$ cat config.mk
export PLATFORM = sky130hd
export DESIGN_NAME = vend_change_dispenser_flat
export DESIGN_NICKNAME = d
export VERILOG_FILES = /design/src/rtl/vend_pkg.sv /design/src/rtl/vend_change_dispenser_if.sv /design/src/rtl/vend_coin_tube.sv /design/src/rtl/vend_change_dispenser.sv /design/src/flat_wrapper.sv
export SDC_FILE = /design/constraint.sdc
export NUM_CORES = 1
export LEC_CHECK = 0
export CAP_MARGIN = 20
export CORE_ASPECT_RATIO = 0.6
export CORE_MARGIN = 10
export CORE_UTILIZATION = 59
export DETAILED_ROUTE_END_ITERATION = 16
export PLACE_DENSITY = 0.95
export SLEW_MARGIN = 20
export SYNTH_ARGS = -nofsm -noshare
export SYNTH_HDL_FRONTEND = slang
export SYNTH_SLANG_ARGS = --single-unit
$ cat constraint.sdc
create_clock -name clk -period 5.7 [get_ports clk]
set_input_delay 0.57 -clock clk [delete_from_list [all_inputs] [get_ports clk]]
set_output_delay 0.57 -clock clk [all_outputs]
set_load 0.05 [all_outputs]
$ cat src/rtl/vend_pkg.sv
// Shared vending definitions: coin codes/values used by the vend FSM and the
// change dispenser, plus the dispenser state encoding.
package vend_pkg;

  typedef enum logic [1:0] {
    COIN_NONE = 2'b00,
    COIN_5    = 2'b01,
    COIN_10   = 2'b10,
    COIN_20   = 2'b11
  } coin_e;

  localparam logic [7:0] VAL_5  = 8'd5;
  localparam logic [7:0] VAL_10 = 8'd10;
  localparam logic [7:0] VAL_20 = 8'd20;

  typedef enum logic [2:0] {
    S_IDLE,
    S_SELECT,
    S_PULSE,
    S_GAP,
    S_FINISH
  } disp_state_e;

endpackage

$ cat src/rtl/vend_change_dispenser_if.sv
// Payout request, refill and hopper-drive signals of the change dispenser.
interface vend_change_dispenser_if;
  logic       start;
  logic [7:0] amount;
  logic       refill;
  logic [1:0] refill_sel;
  logic [1:0] coin_out;
  logic       coin_strobe;
  logic       busy;
  logic       done;
  logic       short;
  logic [7:0] remaining;
  logic [3:0] cnt5;
  logic [3:0] cnt10;
  logic [3:0] cnt20;

  modport master (
    output start, amount, refill, refill_sel,
    input  coin_out, coin_strobe, busy, done, short, remaining, cnt5, cnt10, cnt20
  );

  modport slave (
    input  start, amount, refill, refill_sel,
    output coin_out, coin_strobe, busy, done, short, remaining, cnt5, cnt10, cnt20
  );
endinterface

$ cat src/rtl/vend_coin_tube.sv
// One coin tube inventory: saturating 4-bit up/down counter; a refill and a
// payout in the same cycle cancel out.
module vend_coin_tube #(
  parameter int TUBE_DEPTH = 15,
  parameter int INIT_FILL  = 8
) (
  input  logic       clk,
  input  logic       rst,
  input  logic       inc,
  input  logic       dec,
  output logic [3:0] cnt
);
  logic [3:0] cnt_q, cnt_d;

  always_comb begin
    cnt_d = cnt_q;
    if (inc && !dec) begin
      if (cnt_q < 4'(TUBE_DEPTH)) cnt_d = cnt_q + 4'd1;
    end else if (dec && !inc && cnt_q != 4'd0) begin
      cnt_d = cnt_q - 4'd1;
    end
  end

  always_ff @(posedge clk) begin
    if (rst) cnt_q <= 4'(INIT_FILL);
    else     cnt_q <= cnt_d;
  end

  assign cnt = cnt_q;
endmodule

$ cat src/rtl/vend_change_dispenser.sv
// Change payout engine: greedy largest-first coin selection, one timed hopper
// strobe per coin, per-denomination tube inventory and short-change flag.
module vend_change_dispenser
  import vend_pkg::*;
#(
  parameter int PULSE_CYCLES = 4,
  parameter int GAP_CYCLES   = 2,
  parameter int TUBE_DEPTH   = 15,
  parameter int INIT_FILL    = 8
) (
  input logic                   clk,
  input logic                   rst,
  vend_change_dispenser_if.slave bus
);
  disp_state_e state_q, state_d;
  coin_e       coin_q, coin_d;
  logic [7:0]  remaining_q, remaining_d;
  logic [7:0]  phase_q, phase_d;
  logic        short_q, short_d;

  // Tube index = coin code - 1 (0: 5, 1: 10, 2: 20)
  logic [2:0]       tube_inc, tube_dec;
  logic [2:0][3:0]  tube_cnt;

  for (genvar i = 0; i < 3; i++) begin : g_tube
    assign tube_inc[i] = bus.refill && (bus.refill_sel == 2'(i + 1));
    vend_coin_tube #(.TUBE_DEPTH(TUBE_DEPTH), .INIT_FILL(INIT_FILL)) u_tube (
      .clk (clk),
      .rst (rst),
      .inc (tube_inc[i]),
      .dec (tube_dec[i]),
      .cnt (tube_cnt[i])
    );
  end

  always_comb begin
    state_d     = state_q;
    coin_d      = coin_q;
    remaining_d = remaining_q;
    phase_d     = phase_q;
    short_d     = short_q;
    tube_dec    = '0;
    case (state_q)
      S_IDLE: if (bus.start) begin
        remaining_d = bus.amount;
        short_d     = 1'b0;
        state_d     = S_SELECT;
      end
      S_SELECT: begin
        state_d = S_PULSE;
        phase_d = 8'(PULSE_CYCLES - 1);
        if (remaining_q >= VAL_20 && tube_cnt[2] != 4'd0) begin
          coin_d = COIN_20; remaining_d = remaining_q - VAL_20; tube_dec[2] = 1'b1;
        end else if (remaining_q >= VAL_10 && tube_cnt[1] != 4'd0) begin
          coin_d = COIN_10; remaining_d = remaining_q - VAL_10; tube_dec[1] = 1'b1;
        end else if (remaining_q >= VAL_5 && tube_cnt[0] != 4'd0) begin
          coin_d = COIN_5;  remaining_d = remaining_q - VAL_5;  tube_dec[0] = 1'b1;
        end else begin
          // Flag is set here so it is already visible alongside done.
          state_d = S_FINISH;
          short_d = (remaining_q != 8'd0);
        end
      end
      S_PULSE: begin
        if (phase_q == 8'd0) begin
          state_d = S_GAP;
          phase_d = 8'(GAP_CYCLES - 1);
        end else begin
          phase_d = phase_q - 8'd1;
        end
      end
      S_GAP: begin
        if (phase_q == 8'd0) state_d = S_SELECT;
        else                 phase_d = phase_q - 8'd1;
      end
      S_FINISH: state_d = S_IDLE;
      default:  state_d = S_IDLE;
    endcase
  end

  always_ff @(posedge clk) begin
    if (rst) begin
      state_q     <= S_IDLE;
      coin_q      <= COIN_NONE;
      remaining_q <= 8'd0;
      phase_q     <= 8'd0;
      short_q     <= 1'b0;
    end else begin
      state_q     <= state_d;
      coin_q      <= coin_d;
      remaining_q <= remaining_d;
      phase_q     <= phase_d;
      short_q     <= short_d;
    end
  end

  assign bus.coin_out    = (state_q == S_PULSE) ? coin_q : COIN_NONE;
  assign bus.coin_strobe = (state_q == S_PULSE);
  assign bus.busy        = (state_q != S_IDLE);
  assign bus.done        = (state_q == S_FINISH);
  assign bus.short       = short_q;
  assign bus.remaining   = remaining_q;
  assign bus.cnt5        = tube_cnt[0];
  assign bus.cnt10       = tube_cnt[1];
  assign bus.cnt20       = tube_cnt[2];
endmodule

$ cat src/flat_wrapper.sv
// flat-port wrapper written by rule: the top's interface ports become plain ports
module vend_change_dispenser_flat import vend_pkg::*;
#(
  parameter int PULSE_CYCLES = 4,
  parameter int GAP_CYCLES   = 2,
  parameter int TUBE_DEPTH   = 15,
  parameter int INIT_FILL    = 8
)
  (clk, rst, bus_start, bus_amount, bus_refill, bus_refill_sel, bus_coin_out, bus_coin_strobe, bus_busy, bus_done, bus_short, bus_remaining, bus_cnt5, bus_cnt10, bus_cnt20);
  vend_change_dispenser_if bus_i ();
  input logic clk;
  input logic rst;
  input wire logic [$bits(bus_i.start)-1:0] bus_start;
  input wire logic [$bits(bus_i.amount)-1:0] bus_amount;
  input wire logic [$bits(bus_i.refill)-1:0] bus_refill;
  input wire logic [$bits(bus_i.refill_sel)-1:0] bus_refill_sel;
  output wire logic [$bits(bus_i.coin_out)-1:0] bus_coin_out;
  output wire logic [$bits(bus_i.coin_strobe)-1:0] bus_coin_strobe;
  output wire logic [$bits(bus_i.busy)-1:0] bus_busy;
  output wire logic [$bits(bus_i.done)-1:0] bus_done;
  output wire logic [$bits(bus_i.short)-1:0] bus_short;
  output wire logic [$bits(bus_i.remaining)-1:0] bus_remaining;
  output wire logic [$bits(bus_i.cnt5)-1:0] bus_cnt5;
  output wire logic [$bits(bus_i.cnt10)-1:0] bus_cnt10;
  output wire logic [$bits(bus_i.cnt20)-1:0] bus_cnt20;
  assign bus_i.start = bus_start;
  assign bus_i.amount = bus_amount;
  assign bus_i.refill = bus_refill;
  assign bus_i.refill_sel = bus_refill_sel;
  assign bus_coin_out = bus_i.coin_out;
  assign bus_coin_strobe = bus_i.coin_strobe;
  assign bus_busy = bus_i.busy;
  assign bus_done = bus_i.done;
  assign bus_short = bus_i.short;
  assign bus_remaining = bus_i.remaining;
  assign bus_cnt5 = bus_i.cnt5;
  assign bus_cnt10 = bus_i.cnt10;
  assign bus_cnt20 = bus_i.cnt20;
  vend_change_dispenser #(.PULSE_CYCLES(PULSE_CYCLES), .GAP_CYCLES(GAP_CYCLES), .TUBE_DEPTH(TUBE_DEPTH), .INIT_FILL(INIT_FILL)) u_core (.clk(clk), .rst(rst), .bus(bus_i));
endmodule
==> flow_metrics.py <==
metrics = {
    "yosys": {
        "ys_ff_latch": 34,
        "synth_adder_area_share": 0.121,
        "synth_area_leaders": "dfxtp_1 (27%), ha_1 (9.8%), mux2i_1 (5.1%)",
        "synth-main-ff-cell": "dfxtp_1",
        "syn_inst": 299,
        "synth-simple-area-share": 0.230,
        "synthMuxAreaShare": 0.0595,
        "syn-cell-area_sq_mm": 0.00256,
        "synth_top_area_cell": "dfxtp_1",
        "synth_compound_area_frac": 0.229,
        "synth_nets": 336,
        "async_flop_share": 0,
        "synth-edff-count": 0,
        "synth.distinct_cells": 63,
        "yosysTopAreaCellShare": 0.265,
        "yosys_warnings": 0,
        "syn_area_per_cell_sq_um": 8.57,
        "synth_top_family_by_area": "simple AND/OR/NAND/NOR gates",
        "yosysSeqAreaShare": 0.265,
        "synth-xor-area-share": 0.0376,
    },
    "timing": {
        "fmax_ghz": 0.305,
        "finalHoldViolCount": 0,
        "layout_setup_ws_ns": 2.42,
        "whs_ns": 0.498,
        "slew_headroom": 0.340,
        "setup_violations": 0,
        "finalCritPeriodShare": 0.576,
        "drv_slew": 0,
        "rsz0062_at_grt": "false",
        "tightest_slew_ns": 0.990,
        "fin_skew_ns": 0.00743,
        "period_minus_slack_ns": 3.28,
        "tns_ns": 0,
    },
    "final_layout": {
        "final_common_cell": "clkdlybuf4s50_1",
        "insertedDiodeCount": 0,
        "final_cell_mix": "clkdlybuf4s50_1 (39), dfxtp_1 (34), nor2_1 (29)",
        "area_growth_pct": 19.9,
        "drive_gt1_frac": 0.0816,
        "regArea_sq_um": 681,
        "fillCellCount": 322,
        "multiInputGateArea_sq_mm": 0.00174,
        "fin_nets": 367,
    },
    "critical_path": {
        "cp.arrival_ns": 3.52,
        "crit_required_ns": 5.93,
        "setup.worst_path.class": "register to register",
        "cp-end-kind": "register",
        "cp_max_fo": 10,
        "critPathLaunchType": "register",
    },
    "grt": {
        "grt_pass1_wl_mm": 11.9,
        "grtUsageTotal": 0.188,
        "first_global_vias": 2312,
        "grt_antenna_before_repair": 0,
        "grt.overflow.total": 0,
        "grt_start_max_net_pins": 26,
    },
    "drt": {
        "drt_iter0_drc": 259,
        "drt_first_pass_iters": 5,
        "drcViolationCount": 0,
        "ant_nets": 0,
        "vias": 2447,
        "wl_per_cell_microns": 17.7,
        "vias_per_cell": 6.26,
        "routed_wl_mm": 6.92,
    },
    "floorplan": {
        "coreArea_sq_mm": 0.00414,
        "die_y_microns": 71.1,
        "pin_count": 40,
        "rows": 18,
        "die_w_microns": 105,
        "dieArea_sq_mm": 0.00747,
        "start_util": 0.619,
    },
    "clocking": {
        "postCtsHoldBufs": 0,
        "htree_num_levels": 2,
        "clock-sinks": 34,
        "cts_tree": "done",
        "insertion_delay_ns": 0.30,
        "clockRootBuffer": "clkbuf_8",
        "post_cts.repair.setup_buffers": 0,
        "cts_buffers": 5,
        "clock_path_buffers": 2,
        "cts_resized": 0,
        "clkTransAtPathRegs_ns": 0.08,
    },
    "power": {
        "p_per_area_mw_per_mm2": 664,
        "p_int_uw": 999,
        "swShare": 0.511,
        "p_switching_mw": 1.04,
        "ir_drop_mv": 0.446,
        "seqPwrFrac": 0.236,
        "pwr-share-comb": 0.627,
        "clkPwrFrac": 0.137,
        "leakage_nw": 1.27,
    },
    "min_path": {
        "min_path_type": "register to register",
    },
    "placed_design": {
        "dp_slack_ns": 2.49,
        "place_congestion": 0.920,
        "portBuffers": 39,
        "hpwl_mm": 4.97,
    },
    "status": {
        "status": "complete, no violations",
    },
    "flow_run": {
        "drv_cap": 0,
    },
}
==> cells by family (layout without fill, tap and decap cells) <==
group / after synthesis / after routing
DFF: 34 / 34
AOI/OAI and AO/OA: 82 / 82
and+or+nand+nor: 106 / 106
adders and majority gates: 23 / 23
xor gates and xnor gates: 11 / 11
buffers and inverters: 28 / 60
muxes: 15 / 15
==> power groups by stage <==
| stage | combinational [mW] | sequential (mW) | clock, mW |
|---|---|---|---|
| 3_5_place_dp | 1.25 | 0.479 | 0 |
| 3_3_place_gp | 1.22 | 0.471 | 0 |
| 6_report | 1.28 | 0.482 | 0.280 |
| 2_1_floorplan | 0.872 | 0.588 | 0 |
| 5_1_grt | 1.40 | 0.503 | 0.288 |
| 4_1_cts | 1.26 | 0.477 | 0.277 |
==> sequential cells by signal (all words and copies together) (netlist names) <==
name,flops
u_core.phase_q,8
u_core.bus.short,1
u_core.g_tube.u_tube.cnt,12
u_core.state_q,3
u_core.coin_q,2
u_core.bus.remaining,8
==> critical path, cell delays in order (launching register included) <==
cell and delay [ns]:
dfxtp_1 0.53, inv_1 0.19, ha_1 0.24, a21oi_1 0.27
a31oi_2 0.32, a211oi_4 0.42, a21o_1 0.25, ha_1 0.25
a21o_1 0.17, a21oi_1 0.16, mux2i_1 0.23, mux2i_1 0.19
==> synth_stat cells (2+ instances only) <==
cell type and instances:
a211oi_1 4, a21o_1 6, a21o_2 2, a21oi_1 22, a221oi_1 3, a31oi_1 5, a31oi_2 2, and2_1 3
and3_1 6, buf_2 2, buf_6 5, clkbuf_1 9, dfxtp_1 34, fa_1 3, ha_1 20, inv_1 12
mux2_2 2, mux2i_1 13, nand2_1 17, nand2b_1 2, nand3_1 7, nand3b_1 3, nand4_1 2, nor2_1 29
nor2b_1 4, nor3_1 12, nor3b_1 4, nor3b_2 2, nor4_1 4, o21ai_0 12, o21ai_1 3, o22ai_1 2
o311a_1 2, or3_1 2, or4_1 2, xnor2_1 4, xor2_1 7
==> metrics by stage <==
stage          instances  total power, mW  area (sq um)   util
2_1_floorplan        299             1.46          2560      -
5_1_grt              391             2.19          3070  0.742
3_3_place_gp         383             1.69          2940  0.709
4_1_cts              391             2.02          3070  0.742
3_5_place_dp         383             1.73          2940  0.709
6_report             391             2.04          3070  0.742
==> routing by layer <==
layer	vias up	GRT usage	part of all wire
met1	1159	0.259	0.48
met3	12	0.0524	0.089
met2	115	0.279	0.42
li1	1161	-	-
met4	0	0.0545	0.011
met5	-	0	0
==> path summary, 6_finish.rpt <==
path	from	end	slack (ns)	cells past startpoint
setup / recovery	u_core.bus.remaining[2]	u_core.g_tube[0].u_tube.cnt[3]	2.42	11
hold / removal	u_core.bus.short	u_core.bus.short	0.50	2
setup reg to reg	u_core.bus.remaining[2]	u_core.g_tube[0].u_tube.cnt[3]	2.42	11
hold reg to reg	u_core.bus.short	u_core.bus.short	0.50	2
==> area by class of cell <==
class / instances / share of cell area
multi-input cells: 237 / 0.565
repair buffers: 40 / 0.129
well taps: 60 / 0.0244
clock inverters: 3 / 0.0224
clock buffers: 5 / 0.0224
inverters: 12 / 0.0147
flip-flops and latches: 34 / 0.221
Power figures use the tool's default switching activity.
